## src/rtl/write_back_stage.sv

```systemverilog
// Writeback stage: registers the EX_WB bus, commits results to a 32x32
// register file with bypass on the decode read ports, counts retired
// instructions and queues a commit trace for a valid/ready consumer.
module write_back_stage #(
   parameter int TRACE_DEPTH = 4,
   parameter int CNT_W       = 32
) (
   input  logic             clock,
   input  logic             reset,
   input  logic [70:0]      EX_WB,
   input  logic [4:0]       rs1_addr,
   input  logic [4:0]       rs2_addr,
   output logic [31:0]      rs1_data,
   output logic [31:0]      rs2_data,
   output logic             trace_valid,
   input  logic             trace_ready,
   output logic [68:0]      trace_data,
   output logic [CNT_W-1:0] retire_count,
   output logic             trace_overflow
);

   localparam int PTR_W = $clog2(TRACE_DEPTH);
   localparam int OCC_W = $clog2(TRACE_DEPTH + 1);

   typedef struct packed {
      logic        valid;
      logic        reg_write;
      logic [4:0]  rd;
      logic [31:0] result;
      logic [31:0] pc;
   } wb_t;

   wb_t              wb_q;
   logic [31:0]      regs [32];
   logic [68:0]      fifo_mem [TRACE_DEPTH];
   logic [PTR_W-1:0] wr_ptr;
   logic [PTR_W-1:0] rd_ptr;
   logic [OCC_W-1:0] occupancy;
   logic             fifo_full;
   logic             push;
   logic             pop;
   logic             do_push;

   assign fifo_full   = (occupancy == OCC_W'(TRACE_DEPTH));
   assign push        = wb_q.valid;
   assign pop         = trace_valid && trace_ready;
   // A full FIFO still accepts a push when the head leaves in the same cycle.
   assign do_push     = push && (!fifo_full || pop);
   assign trace_valid = (occupancy != '0);
   assign trace_data  = fifo_mem[rd_ptr];

   // WB pipeline register; reset discards any pending commit.
   always_ff @(posedge clock) begin
      if (reset) begin
         wb_q <= '0;
      end else begin
         wb_q <= wb_t'(EX_WB);
      end
   end

   // Register file commit; r0 is never written so it stays zero.
   // NOTE: the register file is architecturally cleared by reset, so every entry is reset here;
   // the trace FIFO storage below is not, because occupancy already masks stale entries.
   always_ff @(posedge clock) begin
      if (reset) begin
         for (int i = 0; i < 32; i++) begin
            regs[i] <= '0;
         end
      end else if (wb_q.valid && wb_q.reg_write && (wb_q.rd != 5'd0)) begin
         regs[wb_q.rd] <= wb_q.result;
      end
   end

   // Retire counter, wraps modulo 2^CNT_W.
   always_ff @(posedge clock) begin
      if (reset) begin
         retire_count <= '0;
      end else if (wb_q.valid) begin
         retire_count <= retire_count + CNT_W'(1);
      end
   end

   // Trace FIFO storage.
   always_ff @(posedge clock) begin
      if (do_push) begin
         fifo_mem[wr_ptr] <= {wb_q.pc, wb_q.rd, wb_q.result};
      end
   end

   // Trace FIFO pointers, occupancy and sticky overflow flag.
   always_ff @(posedge clock) begin
      if (reset) begin
         wr_ptr         <= '0;
         rd_ptr         <= '0;
         occupancy      <= '0;
         trace_overflow <= 1'b0;
      end else begin
         if (do_push) begin
            wr_ptr <= wr_ptr + PTR_W'(1);
         end
         if (pop) begin
            rd_ptr <= rd_ptr + PTR_W'(1);
         end
         case ({do_push, pop})
            2'b10:   occupancy <= occupancy + OCC_W'(1);
            2'b01:   occupancy <= occupancy - OCC_W'(1);
            default: occupancy <= occupancy;
         endcase
         if (push && !do_push) begin
            trace_overflow <= 1'b1;
         end
      end
   end

   // Read port 1: r0 is zero, then bypass from the pending write, then the register file.
   // NOTE: every output gets a default first so no path through the block infers a latch.
   always_comb begin
      rs1_data = '0;
      if (rs1_addr != 5'd0) begin
         if (wb_q.valid && wb_q.reg_write && (wb_q.rd == rs1_addr)) begin
            rs1_data = wb_q.result;
         end else begin
            rs1_data = regs[rs1_addr];
         end
      end
   end

   // Read port 2: same priority as port 1.
   always_comb begin
      rs2_data = '0;
      if (rs2_addr != 5'd0) begin
         if (wb_q.valid && wb_q.reg_write && (wb_q.rd == rs2_addr)) begin
            rs2_data = wb_q.result;
         end else begin
            rs2_data = regs[rs2_addr];
         end
      end
   end

endmodule

```

## config.mk

```make
export PLATFORM = sky130hd
export DESIGN_NAME = write_back_stage
export DESIGN_NICKNAME = d
export VERILOG_FILES = /design/src/rtl/write_back_stage.sv
export SDC_FILE = /design/constraint.sdc
export NUM_CORES = 2
export LEC_CHECK = 0
export ABC_CLOCK_PERIOD_IN_PS = 4000
export BUFFER_PORTS_ARGS = -buffer_cell sky130_fd_sc_hd__buf_2
export CORE_MARGIN = 3
export CORE_UTILIZATION = 60
export DETAILED_ROUTE_END_ITERATION = 8
export HOLD_SLACK_MARGIN = 0.06
export MAX_ROUTING_LAYER = met4
export PLACE_DENSITY = 0.78
export SETUP_SLACK_MARGIN = 0.15
export SLEW_MARGIN = 10
export SYNTH_ARGS = -nofsm -noshare
export SYNTH_HDL_FRONTEND = slang
export SYNTH_SLANG_ARGS = --single-unit
```

## constraint.sdc

```tcl
create_clock -name clock -period 4 [get_ports clock]
set_clock_uncertainty 0.1 [all_clocks]
set_input_delay 0.4 -clock clock [delete_from_list [all_inputs] [get_ports clock]]
set_output_delay 0.4 -clock clock [all_outputs]
set_load 0.02 [all_outputs]
```

==> results.md <==
* Die Span Y at 344.5 µm
* Total track usage at 42.13%
* Num rows at 123
* Cell count after synthesis at 4588
* Via/cell ratio at 7.253
* Number of synthesized flops with an enable pin at 1300
* CP Data Arrival Time at 3420 ps
* Syn. warnings at 0
* Most frequent CP cell: nand2_1
* Post-DP Area at 73050 µm²
* H-tree depth at 4
* Worst Hold Class: input pin to flip-flop
* Vias at 47670
* Worst IR Drop VDD at 0.4160 mV
* Die area at 118700 µm²
* Final hold violation count at 0
* Critical Path RT at 3500 ps
* Largest net degree at the start of global routing at 126
* Leakage power at 29.17 nW
* Critical Path Slowest Stage Cell: o211ai_1
* First-pass GRT wire length at 338700 µm
* Clk pin slew, worst setup/hold paths at 60 ps
* Fmax at 0.2550 GHz
* DRC viols at 2
* Crit end category: output pin
* Final Slew Violations at 0
* Failing checks: design-rule violations
* Core Area at 113100 µm²
* Power Dens Cells at 451.0 nW/µm²
* Unrepaired setup endpoints after global routing: no
* Design Area, Final at 78630 µm²
* Fin crit share at 98.03%
* Fin crit period at 3921 ps
* CP Launch Type: flip-flop
* Port Buffers at 250
* Clock Latency Late Sink at 820 ps
* IO Pins at 251
* Top cells by area, synth: edfxtp_1, mux4_2, and2_1
* Starting Density at 60.76%
* Final GP Congestion at 1.036
* CTS Buf Count at 146
* Vias in the first global route at 46930
* Clock sinks at 1413
* Syn_area_per_cell at 14.98 µm²
* Max-cap violations at 0
* Critical Path Max Stage Delay at 700 ps
* Most frequent cells in the layout: edfxtp_1, and2_1, mux4_2
* CTS tree: yes
* Die extent in x at 344.5 µm
* Drt pass-1 iters at 9
* FF-to-FF setup slack at 1000 ps
* Register area share after synthesis at 60.09%
* Synth top area share at 56.80%
* Post-synth top area cell: edfxtp_1
* Initial antenna violation count at 26
* CP Max Fanout at 24
* Antenna Violating Nets Remaining at 0
* Maximum clock path buffer count at 3
* Slew HR at 7.381%
* Wire per inst at 36.95 µm
* Layout Nets at 5028
* Final setup fails at 0
* Detailed Route Iter0 Violations at 8842
* Outcome: finished with violations
* Cells along the critical path: xnor2_1, nand2_1, or3_1, buf_4, nand2_1, o211ai_1, buf_2
* Share of cells above drive strength 1 at 26.19%
* Post-CTS setup buffer count at 0
* Count of cell types in the netlist at 69
* Filler instances at 7277
* HPWL Detailed at 148800 µm
* Hold Slack at 240.5 ps
* Top_reg_cell synth: edfxtp_1
* Cell Area, Synth at 68730 µm²
* CP Class: flip-flop to output pin
* Number of synthesized register bits at 1413
* Worst Max-Slew Pin Slew at 1387 ps
* Asr flop ratio synth at 0%
* Clock root cell: clkbuf_16
* Area grow syn2layout at 14.40%
* Routed WL at 242800 µm
* Most common cell after layout, fill and taps aside: edfxtp_1
* Global route overflow at 0
==> kinds of logic (layout without fill, tap and decap cells) <==
kind of cell    count (synthesis)  count (layout)  share of synthesized area [%]
fa+ha+maj                       6               6                         0.1201
buf+inv                       445             881                          2.880
compound gates                513             513                          5.046
simple gates                 1446            1446                          12.42
xor+xnor                       42              42                         0.5352
mux                           722             722                          18.91
other cells                     1              49                       0.005456
flops                        1413            1413                          60.09
==> synthesized netlist by cell type, types with 8 or more instances <==
library cell / instances
o22ai_1: 81
edfxtp_1: 1300
xnor2_1: 19
o211ai_1: 13
o22a_1: 12
mux4_2: 459
mux2i_1: 242
inv_1: 8
nand4_1: 9
a22oi_1: 96
a21oi_1: 93
xor2_1: 23
buf_4: 30
and2_1: 1004
nor2b_1: 89
nand2_1: 86
buf_2: 64
a221o_1: 17
nand3_1: 33
clkbuf_1: 303
o21ai_0: 88
buf_1: 24
dfxtp_1: 113
nor3_1: 27
or2_2: 34
buf_6: 14
a221oi_1: 47
nor2_1: 116
a211oi_1: 23
mux2_2: 21
==> worst max-delay path: cells and delay by family, from the launching register on <==
kind | cells | cell delay, ps
compound gates | 1 | 700
simple gates | 3 | 600
xor+xnor | 1 | 130
flops | 1 | 550
buf+inv | 2 | 630
==> registers in the layout (all words and copies together) (netlist names), named ones only <==
name and flops:
fifo_mem 276, occupancy 3, trace_overflow 1, regs 1024, retire_count 32, wb_q 70, rd_ptr 2, wr_ptr 2
push 1
==> stage by stage <==
| step | utilization [%] | worst slack, ps | power [mW] | setup TNS, ps | cells |
|---|---|---|---|---|---|
| final | 69.51 | 78.87 | 35.46 | 0 | 6572 |
| after CTS | 69.46 | 173.2 | 35.17 | 0 | 6555 |
| after floorplan | - | 999.4 | 19.85 | 0 | 4619 |
| after global placement | 64.58 | -2.774 | 21.70 | -2.774 | 6217 |
| after detailed placement | 64.58 | 145.5 | 21.78 | 0 | 6217 |
| after global routing | 69.50 | 159.9 | 36.12 | 0 | 6567 |
==> area by class of cell <==
type                       count  area (µm²)  share of cell area [%]
sequential                  1413       41320                   52.55
multi-input combinational   2761       25720                   32.71
timing repair buffer         607        4851                   6.169
clock buffer                 190        3959                   5.035
tap                         1500        1877                   2.387
clock inverter                75       825.8                   1.050
antenna                       17       42.54                 0.05410
inverter                       9       33.78                 0.04296
==> worst paths after layout <==
path                                        to            from  cells after the start
worst max-delay path               rs1_data[3]        wb_q[64]                      7
worst min-delay path                  wb_q[14]       EX_WB[14]                      3
worst max register to register      regs[4][3]        wb_q[66]                      6
worst min register to register  trace_overflow  trace_overflow                      2
==> layer usage <==
metal	GRT usage, %	wire length, µm	vias to the layer above
li1	-	-	18270
met1	50.84	78480	23420
met2	58.68	104300	4694
met3	16.17	38880	1292
met4	28.87	21150	0
met5	-	0	-
==> where the power goes <==
part | internal [mW] | leakage, nW | switching (mW)
Combinational | 1.84 | 12.4 | 2.94
Clock | 7.49 | 2.31 | 6.18
Sequential | 16.6 | 14.5 | 0.451
Total | 25.9 | 29.2 | 9.57
==> repair_timing <==
| action | 4_1_cts | 5_1_grt |
|---|---|---|
| setup endpoints to repair | 12 | 32 |
| hold buffers | 73 | 0 |
| hold endpoints to repair | 97 | 0 |
| pin swaps | 0 | 1 |
| resized for setup | 4 | 11 |
(Power assumes the default switching activity.)
